### config.mk
export PLATFORM = sky130hd
export DESIGN_NAME = riscv_alu_mc
export DESIGN_NICKNAME = d
export VERILOG_FILES = /design/src/rtl/riscv_alu_mc.sv
export SDC_FILE = /design/constraint.sdc
export NUM_CORES = 1
export LEC_CHECK = 0
export CAP_MARGIN = 0
export CORE_MARGIN = 4
export CORE_UTILIZATION = 35
export CTS_BUF_LIST = sky130_fd_sc_hd__clkbuf_8
export CTS_CLUSTER_DIAMETER = 80
export CTS_CLUSTER_SIZE = 40
export DETAILED_ROUTE_END_ITERATION = 6
export DONT_BUFFER_PORTS = 1
export SLEW_MARGIN = 10
export SYNTH_ARGS = -nofsm -noshare
export SYNTH_HDL_FRONTEND = slang
export SYNTH_SLANG_ARGS = --single-unit
### constraint.sdc
create_clock -name i_clk -period 5.8 [get_ports i_clk]
set_clock_uncertainty 0.05 [all_clocks]
set_input_delay 1.16 -clock i_clk [delete_from_list [all_inputs] [get_ports i_clk]]
set_output_delay 1.16 -clock i_clk [all_outputs]
set_load 0.1 [all_outputs]
### src/rtl/riscv_alu_mc.sv
// Multi-cycle RV32I/RV64I + M-extension execute unit with valid/ready handshakes on both sides.
// Define RISCV_ALU_FAST_MUL_EN to replace the iterative multiplier with a single-cycle one.
module riscv_alu_mc #(
    parameter int XLEN    = 32,
    parameter int SHAMT_W = $clog2(XLEN),
    parameter int CNT_W   = $clog2(XLEN) + 1
) (
    input  logic            i_clk,
    input  logic            i_rstn,
    input  logic            i_valid,
    output logic            o_ready,
    input  logic [4:0]      i_op,
    input  logic [XLEN-1:0] i_a,
    input  logic [XLEN-1:0] i_b,
    output logic            o_valid,
    input  logic            i_ready,
    output logic [XLEN-1:0] o_result,
    output logic            o_busy
);
    typedef enum logic [1:0] {ST_IDLE = 2'd0, ST_MUL = 2'd1, ST_DIV = 2'd2, ST_DONE = 2'd3} state_t;

    localparam logic [4:0] OP_ADD = 5'd0,  OP_SUB = 5'd1,  OP_XOR = 5'd2,  OP_OR = 5'd3;
    localparam logic [4:0] OP_AND = 5'd4,  OP_SLL = 5'd5,  OP_SRL = 5'd6,  OP_SRA = 5'd7;
    localparam logic [4:0] OP_SLT = 5'd8,  OP_SLTU = 5'd9;
    localparam logic [4:0] OP_MUL = 5'd16, OP_MULH = 5'd17, OP_MULHSU = 5'd18, OP_MULHU = 5'd19;
    localparam logic [4:0] OP_DIV = 5'd20, OP_DIVU = 5'd21, OP_REM = 5'd22, OP_REMU = 5'd23;

    localparam logic [XLEN-1:0]  ZERO_X   = {XLEN{1'b0}};
    localparam logic [XLEN-1:0]  ALL_ONES = {XLEN{1'b1}};
    localparam logic [XLEN-1:0]  MOST_NEG = {1'b1, {(XLEN-1){1'b0}}};
    localparam logic [CNT_W-1:0] CNT_ONE  = {{(CNT_W-1){1'b0}}, 1'b1};

    state_t              state_r;
    logic [CNT_W-1:0]    cnt_r;
    logic [2*XLEN-1:0]   acc_r;
    logic [XLEN-1:0]     opd_r;
    logic [4:0]          op_r;
    logic                neg_res_r;
    logic                neg_rem_r;
    logic [XLEN-1:0]     result_r;

    logic                accept_s, is_mul_s, is_div_s, iter_mul_s;
    logic                a_signed_s, b_signed_s, a_neg_s, b_neg_s;
    logic [XLEN-1:0]     a_mag_s, b_mag_s;
    logic                b_zero_s, ovf_s, div_special_s;
    logic [SHAMT_W-1:0]  shamt_s;
    logic [XLEN-1:0]     base_res_s, special_res_s;
    logic [XLEN:0]       mul_sum_s, div_shift_s, div_trial_s;
    logic [2*XLEN-1:0]   mul_next_s, div_next_s, mul_prod_s;
    logic [XLEN-1:0]     quo_fix_s, rem_fix_s, mul_res_s, div_res_s;

    assign o_ready  = (state_r == ST_IDLE) | ((state_r == ST_DONE) & i_ready);
    assign o_valid  = (state_r == ST_DONE);
    assign o_busy   = (state_r == ST_MUL) | (state_r == ST_DIV);
    assign o_result = result_r;
    assign accept_s = i_valid & o_ready;

    assign is_mul_s   = (i_op == OP_MUL) | (i_op == OP_MULH) | (i_op == OP_MULHSU) | (i_op == OP_MULHU);
    assign is_div_s   = (i_op == OP_DIV) | (i_op == OP_DIVU) | (i_op == OP_REM) | (i_op == OP_REMU);
    assign a_signed_s = (i_op == OP_MULH) | (i_op == OP_MULHSU) | (i_op == OP_DIV) | (i_op == OP_REM);
    assign b_signed_s = (i_op == OP_MULH) | (i_op == OP_DIV) | (i_op == OP_REM);
    assign a_neg_s    = a_signed_s & i_a[XLEN-1];
    assign b_neg_s    = b_signed_s & i_b[XLEN-1];
    assign a_mag_s    = a_neg_s ? -i_a : i_a;
    assign b_mag_s    = b_neg_s ? -i_b : i_b;
    assign b_zero_s   = (i_b == ZERO_X);
    assign ovf_s      = ((i_op == OP_DIV) | (i_op == OP_REM)) & (i_a == MOST_NEG) & (i_b == ALL_ONES);
    assign div_special_s = b_zero_s | ovf_s;
    assign shamt_s    = i_b[SHAMT_W-1:0];

`ifdef RISCV_ALU_FAST_MUL_EN
    logic [2*XLEN-1:0] fast_prod_s;
    // Sign-extend to 2*XLEN so one unsigned multiply yields every high/low variant.
    assign fast_prod_s = {{XLEN{a_signed_s & i_a[XLEN-1]}}, i_a} * {{XLEN{b_signed_s & i_b[XLEN-1]}}, i_b};
    assign iter_mul_s  = 1'b0;
`else
    assign iter_mul_s  = is_mul_s;
`endif

    // Single-cycle result for base ops (and fast multiplies); illegal ops yield zero.
    always_comb begin
        base_res_s = ZERO_X;
        case (i_op)
            OP_ADD:  base_res_s = i_a + i_b;
            OP_SUB:  base_res_s = i_a - i_b;
            OP_XOR:  base_res_s = i_a ^ i_b;
            OP_OR:   base_res_s = i_a | i_b;
            OP_AND:  base_res_s = i_a & i_b;
            OP_SLL:  base_res_s = i_a << shamt_s;
            OP_SRL:  base_res_s = i_a >> shamt_s;
            OP_SRA:  base_res_s = $unsigned($signed(i_a) >>> shamt_s);
            OP_SLT:  base_res_s = {{(XLEN-1){1'b0}}, ($signed(i_a) < $signed(i_b))};
            OP_SLTU: base_res_s = {{(XLEN-1){1'b0}}, (i_a < i_b)};
`ifdef RISCV_ALU_FAST_MUL_EN
            OP_MUL:    base_res_s = fast_prod_s[XLEN-1:0];
            OP_MULH:   base_res_s = fast_prod_s[2*XLEN-1:XLEN];
            OP_MULHSU: base_res_s = fast_prod_s[2*XLEN-1:XLEN];
            OP_MULHU:  base_res_s = fast_prod_s[2*XLEN-1:XLEN];
`endif
            default: base_res_s = ZERO_X;
        endcase
    end

    // Divide-by-zero and signed-overflow results that bypass the iterative divider.
    always_comb begin
        special_res_s = ZERO_X;
        if (b_zero_s) begin
            special_res_s = ((i_op == OP_DIV) | (i_op == OP_DIVU)) ? ALL_ONES : i_a;
        end else if (i_op == OP_DIV) begin
            special_res_s = MOST_NEG;
        end else begin
            special_res_s = ZERO_X;
        end
    end

    // One shift-add multiply step and one restoring divide step over the shared accumulator.
    always_comb begin
        mul_sum_s   = {1'b0, acc_r[2*XLEN-1:XLEN]} + (acc_r[0] ? {1'b0, opd_r} : {(XLEN+1){1'b0}});
        mul_next_s  = {mul_sum_s, acc_r[XLEN-1:1]};
        div_shift_s = {acc_r[2*XLEN-1:XLEN], acc_r[XLEN-1]};
        div_trial_s = div_shift_s - {1'b0, opd_r};
        if (div_trial_s[XLEN]) begin
            div_next_s = {div_shift_s[XLEN-1:0], acc_r[XLEN-2:0], 1'b0};
        end else begin
            div_next_s = {div_trial_s[XLEN-1:0], acc_r[XLEN-2:0], 1'b1};
        end
        mul_prod_s = neg_res_r ? -mul_next_s : mul_next_s;
        mul_res_s  = (op_r == OP_MUL) ? mul_prod_s[XLEN-1:0] : mul_prod_s[2*XLEN-1:XLEN];
        quo_fix_s  = neg_res_r ? -div_next_s[XLEN-1:0] : div_next_s[XLEN-1:0];
        rem_fix_s  = neg_rem_r ? -div_next_s[2*XLEN-1:XLEN] : div_next_s[2*XLEN-1:XLEN];
        div_res_s  = ((op_r == OP_DIV) | (op_r == OP_DIVU)) ? quo_fix_s : rem_fix_s;
    end

    // Control FSM with latched operands; the result register only changes when a result is produced.
    always_ff @(posedge i_clk or negedge i_rstn) begin
        if (!i_rstn) begin
            state_r   <= ST_IDLE;
            cnt_r     <= {CNT_W{1'b0}};
            acc_r     <= {(2*XLEN){1'b0}};
            opd_r     <= ZERO_X;
            op_r      <= 5'd0;
            neg_res_r <= 1'b0;
            neg_rem_r <= 1'b0;
            result_r  <= ZERO_X;
        end else begin
            case (state_r)
                ST_IDLE, ST_DONE: begin
                    if (accept_s) begin
                        op_r <= i_op;
                        if (iter_mul_s) begin
                            state_r   <= ST_MUL;
                            cnt_r     <= CNT_W'(XLEN);
                            acc_r     <= {ZERO_X, b_mag_s};
                            opd_r     <= a_mag_s;
                            neg_res_r <= a_neg_s ^ b_neg_s;
                            neg_rem_r <= 1'b0;
                        end else if (is_div_s && !div_special_s) begin
                            state_r   <= ST_DIV;
                            cnt_r     <= CNT_W'(XLEN);
                            acc_r     <= {ZERO_X, a_mag_s};
                            opd_r     <= b_mag_s;
                            neg_res_r <= a_neg_s ^ b_neg_s;
                            neg_rem_r <= a_neg_s;
                        end else begin
                            state_r  <= ST_DONE;
                            result_r <= is_div_s ? special_res_s : base_res_s;
                        end
                    end else if ((state_r == ST_DONE) && i_ready) begin
                        state_r <= ST_IDLE;
                    end else begin
                        state_r <= state_r;
                    end
                end
                ST_MUL: begin
                    acc_r <= mul_next_s;
                    cnt_r <= cnt_r - CNT_ONE;
                    if (cnt_r == CNT_ONE) begin
                        result_r <= mul_res_s;
                        state_r  <= ST_DONE;
                    end
                end
                ST_DIV: begin
                    acc_r <= div_next_s;
                    cnt_r <= cnt_r - CNT_ONE;
                    if (cnt_r == CNT_ONE) begin
                        result_r <= div_res_s;
                        state_r  <= ST_DONE;
                    end
                end
                default: state_r <= ST_IDLE;
            endcase
        end
    end
endmodule

======== Word-level counts from Yosys, hierarchy flattened ========
Cells that the tools add are included.
word-level totals
  bits in registers ....................... 143
  input port bits ......................... 73
  output and inout port bits .............. 35
  logic and storage cells ................. 137
operators by class
  add/subtract/negate cells ............... 10
  $lt $le $gt $ge ......................... 2
  equality and inequality tests ........... 34
  shift-type cells ........................ 3
  multiplexer cells ....................... 40
  bitwise gates (word level) .............. 26
  reduce and logical (&&, ||, !) cells .... 14
operators with widths
  kind                                           number
  two-way mux 32 bit                             18
  two-way mux 64 bit                             5
  one-hot mux 32 bit (10 select lines)           1
  one-hot mux 64 bit (3 select lines)            1
  negator 32 bit                                 4
  one-hot mux 32 bit (3 select lines)            1
  == test 32 bit, second input constant          2
  less-than comparator 32 bit                    2
  negator 64 bit                                 1
  == test 5 bit, second input constant           11
  adder 32 x 32 -> 33 bit                        1
  subtractor 33 x 32 -> 33 bit                   1
  adder 32 bit                                   1
  AND 32 bit                                     1
  logical NOT 32 bit                             1
  bitwise OR 32 bit                              1
  << shifter 32 x 5 -> 32 bit                    1
  right shift 32 x 5 -> 32 bit                   1
  >>> shifter 32 x 5 -> 32 bit                   1
  subtractor 32 bit                              1
  bitwise XOR 32 bit                             1
  == test 5 x 3 -> 1 bit, second input constant  4
  two-way mux 6 bit                              3
  bitwise OR 1 bit                               16
  25 further kinds                               49

======== Depth between registers and ports, before layout ========
  depth after elaboration ................. 11
  depth in mapped cells ................... 26
  depth with buffers taken out ............ 23

======== Worst setup path before layout ========
No wires, ideal clock.
  path kind ............................... input port to flip-flop
  start point ............................. input port i_b[2]
  end point ............................... register result_r[21] (netlist: o_result[21])
  setup time .............................. 0.126 ns
  arrival time ............................ 5.365 ns
  data required time ...................... 5.624 ns
  path slack .............................. 0.259 ns
  stages .................................. 18
  buffers on the path ..................... 4
  cell sequence ........................... clkbuf_1 inv_1 buf_1 clkbuf_1 clkbuf_1 ha_1 inv_1 o21bai_1 a311oi_1 o21ai_0 a211o_1 a41oi_1 o21ai_0 and4_1 nor4bb_1 a211o_1 o211ai_1 a2bb2oi_1
on the way
  cells in the longest elaborated chain, start to end .. 7
  elaborated cells between the ends (all ways) .. 20
  those cells by class .................... 2 x add/sub; 2 x eq/ne; 3 x shift; 7 x mux; 2 x bitwise; 4 x reduce/logical
ends and longest elaborated chain
  item                                                                        RTL line  text
  start: declaration                                                          14        input logic [XLEN-1:0] i_b,
  subtractor 32 bit (tied with other cells)                                   85        OP_SUB: base_res_s = i_a - i_b;
  one-hot mux 32 bit (10 select lines) (tied with other cells)                83        case (i_op)
  two-way mux 32 bit or bitwise OR 1 bit (tied branches)                      166, 68
  two-way mux 32 bit or logical NOT 1 bit (tied branches)                     157       end else if (is_div_s && !div_special_s) begin
  two-way mux 32 bit or logical AND 1 bit (tied branches)                     150, 157
  two-way mux 32 bit or inequality test 2 bit (tied branches)                 n/a
  one-hot mux 32 bit (3 select lines) or AND reduction 5 bit (tied branches)  n/a
  end signal: assignment                                                      166       result_r <= is_div_s ? special_res_s : base_res_s;
  end signal: assignment                                                      178       result_r <= mul_res_s;
  end signal: assignment                                                      186       result_r <= div_res_s;
  end: declaration                                                            40        logic [XLEN-1:0] result_r;
Parallel ways exist; a longest one is shown, timed or not. The select of a mux whose other input is x is not followed.
A chain may end at the register's enable or synchronous reset.

======== Final worst setup path ========
  start point ............................. register acc_r[31]
  end point ............................... register result_r[28] (netlist: o_result[28])
on the way
  cells in the longest elaborated chain, start to end .. 7
  elaborated cells between the ends (all ways) .. 13
  those cells by class .................... 4 x add/sub; 9 x mux
ends and longest elaborated chain
  item                                          RTL line  text
  start: declaration                            35        logic [2*XLEN-1:0] acc_r;
  start signal: assignment                      139       acc_r <= {(2*XLEN){1'b0}};
  start signal: assignment                      153       acc_r <= {ZERO_X, b_mag_s};
  start signal: assignment                      160       acc_r <= {ZERO_X, a_mag_s};
  subtractor 33 x 32 -> 33 bit                  121       div_trial_s = div_shift_s - {1'b0, opd_r};
  two-way mux 64 bit                            122       if (div_trial_s[XLEN]) begin
  negator 32 bit, on equally long branches      130, 129
  two-way mux 32 bit, on equally long branches  130, 129
  two-way mux 32 bit                            131       div_res_s = ((op_r == OP_DIV) | (op_r == OP_DIVU)) ? quo_fix_s : rem_fix_s;
  two-way mux 32 bit                            185       if (cnt_r == CNT_ONE) begin
  one-hot mux 32 bit (3 select lines) (*)       146       case (state_r)
Mark *: on every way between the ends. The rest lies on a longest branch, timed or not. The select of a mux whose other input is x is not followed.

==> metrics.csv <==
metric;value;unit
avgSynthCellArea;6.998;µm²
worstPathMaxFanout;14;
hold_slack;0.2877;ns
place.gp.congestion;0.9888;
yosys_warnings;0;
synth_fa_ha_area_frac;0.08868;
critPathKind;reg -> reg;
avgRoutedWirePerCell;27.20;µm
port_buffers;0;
async_reset_ff_frac;1.000;
clock_latency;0.52;ns
clk_path_buf_depth;2;
die_area;76680;µm²
cp_slowest_cell;or3b_2;
grt-ovfl-total;0;
ant_nets;0;
min_path_type;in -> async;
synthCells;3617;
rsz0062_at_grt;false;
ctsHoldBuffers;0;
grt_max_degree;144;
final_max_slew_viol_count;0;
period_share;0.9444;
synthesis.area;25310;µm²
clk_pin_slew;0.09;ns
muxShareOfSynthArea;0.06980;
fill_cells;7742;
fmax;182.6;MHz
synth_commonest_cells;382 x nor2_1, 350 x nand2_1, 345 x a21oi_1;
tightestPinTransition;1.145;ns
worstPathCellList;inv_1 > ha_1 > fa_1 > nand2b_1 > a21oi_2 > o211ai_1 > a31oi_4 > a311oi_2 > nor2_4 > clkinv_1 > buf_4 > a21oi_1 > ha_1 > inv_1 > or3b_2 > a211oi_1 > a31oi_1 > buf_4 > a211oi_1 > a31oi_1 > xnor2_1 > nand2_1 > a21boi_1;
vdd_drop_max;272.4;µV
vias;28710;
synth_top_area_frac;0.1414;
yosysUniqueCellTypes;99;
ys_seq_area_frac;0.1414;
initial_core_util;0.3535;
io_pins;108;
cp-start-kind;flop;
p_leak;10.70;nW
power.density;524.7;nW/µm²
numCtsBuffers;17;
drive_above_1_share;0.07374;
synth_simple_gate_area_share;0.2140;
cts_tree;built;
critical_path.max_stage_delay;0.50;ns
relSlewSlack;0.2368;
cts-root-buf;clkbuf_8;
synth_compound_area_frac;0.3397;
nets;3695;
core;71610;µm²
first_global_vias;26236;
fin_crit;5.478;ns
drc;0;
num_rows;98;
drt_pass1_iterations;6;
drt_wl_total;119.9;mm
synth_area_leader_cell;dfrtp_1;
hold_viol_final;0;
fin_tns_setup;0;ns
synth_area_leaders;dfrtp_1 14%, ha_1 8.6%, a21oi_1 6.8%;
h-tree-depth;4;
r2r-start;acc_r[31];
design_area;26640;µm²
grt.total_usage;0.2956;
placed_cell_area;26220;µm²
synth_xor_area_frac;0.07786;
area_delta_synth_final;5.240;%
drt_iter0_markers;3723;
cp-end-kind;flop;
max_cap_violations;0;
required;6.18;ns
reg2reg_to;o_result[28];
r2r_slack;0.32;ns
die_y;276.9;µm
ys_seq_elements;143;
grt_pass1_wl;175.7;mm
synth_nets;3867;
synth_top_family_by_area;compound AO/OA/AOI/OAI gates;
timing.reg2reg.worst_path_depth;23;
synth_edf_count;0;
via_per_inst;6.512;
clock_sinks;143;
setup_violations;0;
dp_hpwl;93.43;mm
synth.most_common_cell;nor2_1;
antenna_found_initial;6;
synthFlopType;dfrtp_1;
cp.arrival;5.86;ns
status;complete, no violations;
die_w;276.9;µm
how the worst max path moves through the flow:
| stage | start | to | slack (ns) | cells past startpoint |
|---|---|---|---|---|
| after CTS | acc_r[31] | o_result[28] | 0.18 | 23 |
| final | acc_r[31] | o_result[28] | 0.32 | 23 |
| after global routing | acc_r[38] | o_result[28] | 0.02 | 22 |
| after floorplan | i_b[2] | o_result[21] | 0.26 | 18 |
| after detailed placement | acc_r[31] | o_result[28] | 0.26 | 23 |
| after global placement | acc_r[31] | o_result[28] | 0.32 | 23 |
flip-flops by register name, indices dropped and copies added, names as in the netlist:
register and count:
acc_r 64, o_result 32, opd_r 32, cnt_r 6, op_r 5, state_r 2
neg_rem_r 1, neg_res_r 1
layer usage:
layer | part of all wire | track usage | vias up | routed length (µm)
met2 | 0.44 | 0.4713 | 1662 | 53310
met3 | 0.096 | 0.05438 | 334 | 11510
met4 | 0.055 | 0.1348 | 4 | 6615
li1 | - | - | 13051 | -
met5 | 0.00023 | 0 | - | 27
met1 | 0.40 | 0.3890 | 13659 | 48450
report_power, final:
group | total (mW) | switching, mW | internal [mW]
registers | 2.89 | 1.49 | 1.40
clock network | 0.867 | 0.474 | 0.392
logic | 10.2 | 6.56 | 3.66
logic make-up (layout without fill, tap and decap cells):
kind of cell               count (synthesis)  in the layout
AOI/OAI and AO/OA                       1322           1322
other                                      0              1
buffers and inverters                    455            296
and+or+nand+nor                         1169           1169
muxes                                    126            126
DFF                                      143            143
adders and majority gates                177            177
xor gates and xnor gates                 225            225
critical path, delay by kind of cell (launching register included):
family / cells / cell delay, ns
AO/OA/AOI/OAI: 10 / 2.17
AND/OR/NAND/NOR: 4 / 0.95
adder cells (fa/ha/maj): 3 / 0.86
buffers and inverters: 5 / 0.79
flip-flops: 1 / 0.35
XOR/XNOR: 1 / 0.21
cell usage in the layout (no fill, tap or decap), drive strengths merged, types with 42 or more instances in the layout:
master / instances
a21oi: 345
nand3: 83
dfrtp: 143
nand4: 42
a211oi: 63
nand2: 350
nor2: 383
o211ai: 49
a21o: 49
o21ai: 344
buf: 102
mux2i: 73
a221oi: 48
xnor2: 139
nor3: 92
xor2: 86
ha: 173
inv: 162
a22oi: 48
o31ai: 57
final cells by class:
class,count,area (µm²),area share
repair buffers,102,765.7,0.02875
inverters,162,608.1,0.02283
clock buffers,18,247.7,0.009301
flip-flops and latches,143,3580,0.1344
diodes,1,2.502,0.00009395
multi-input cells,3019,20100,0.7547
well taps,950,1189,0.04462
clock inverters,14,141.4,0.005308
stage by stage:
step | cells | util | setup slack, ns | power, mW
after floorplan | 3617 | - | 0.2588 | 9.609
after global placement | 4375 | 0.3662 | 0.3169 | 12.72
after detailed placement | 4375 | 0.3662 | 0.2649 | 12.68
after CTS | 4407 | 0.3716 | 0.1780 | 13.61
after global routing | 4409 | 0.3720 | 0.01991 | 14.78
final | 4409 | 0.3720 | 0.3224 | 13.98
what timing repair did:
item,in CTS,in global routing
endpoints found under the setup margin,0,8
gates resized for setup,0,4
setup buffers,0,1
No activity file was read; power rests on OpenSTA's default activity.
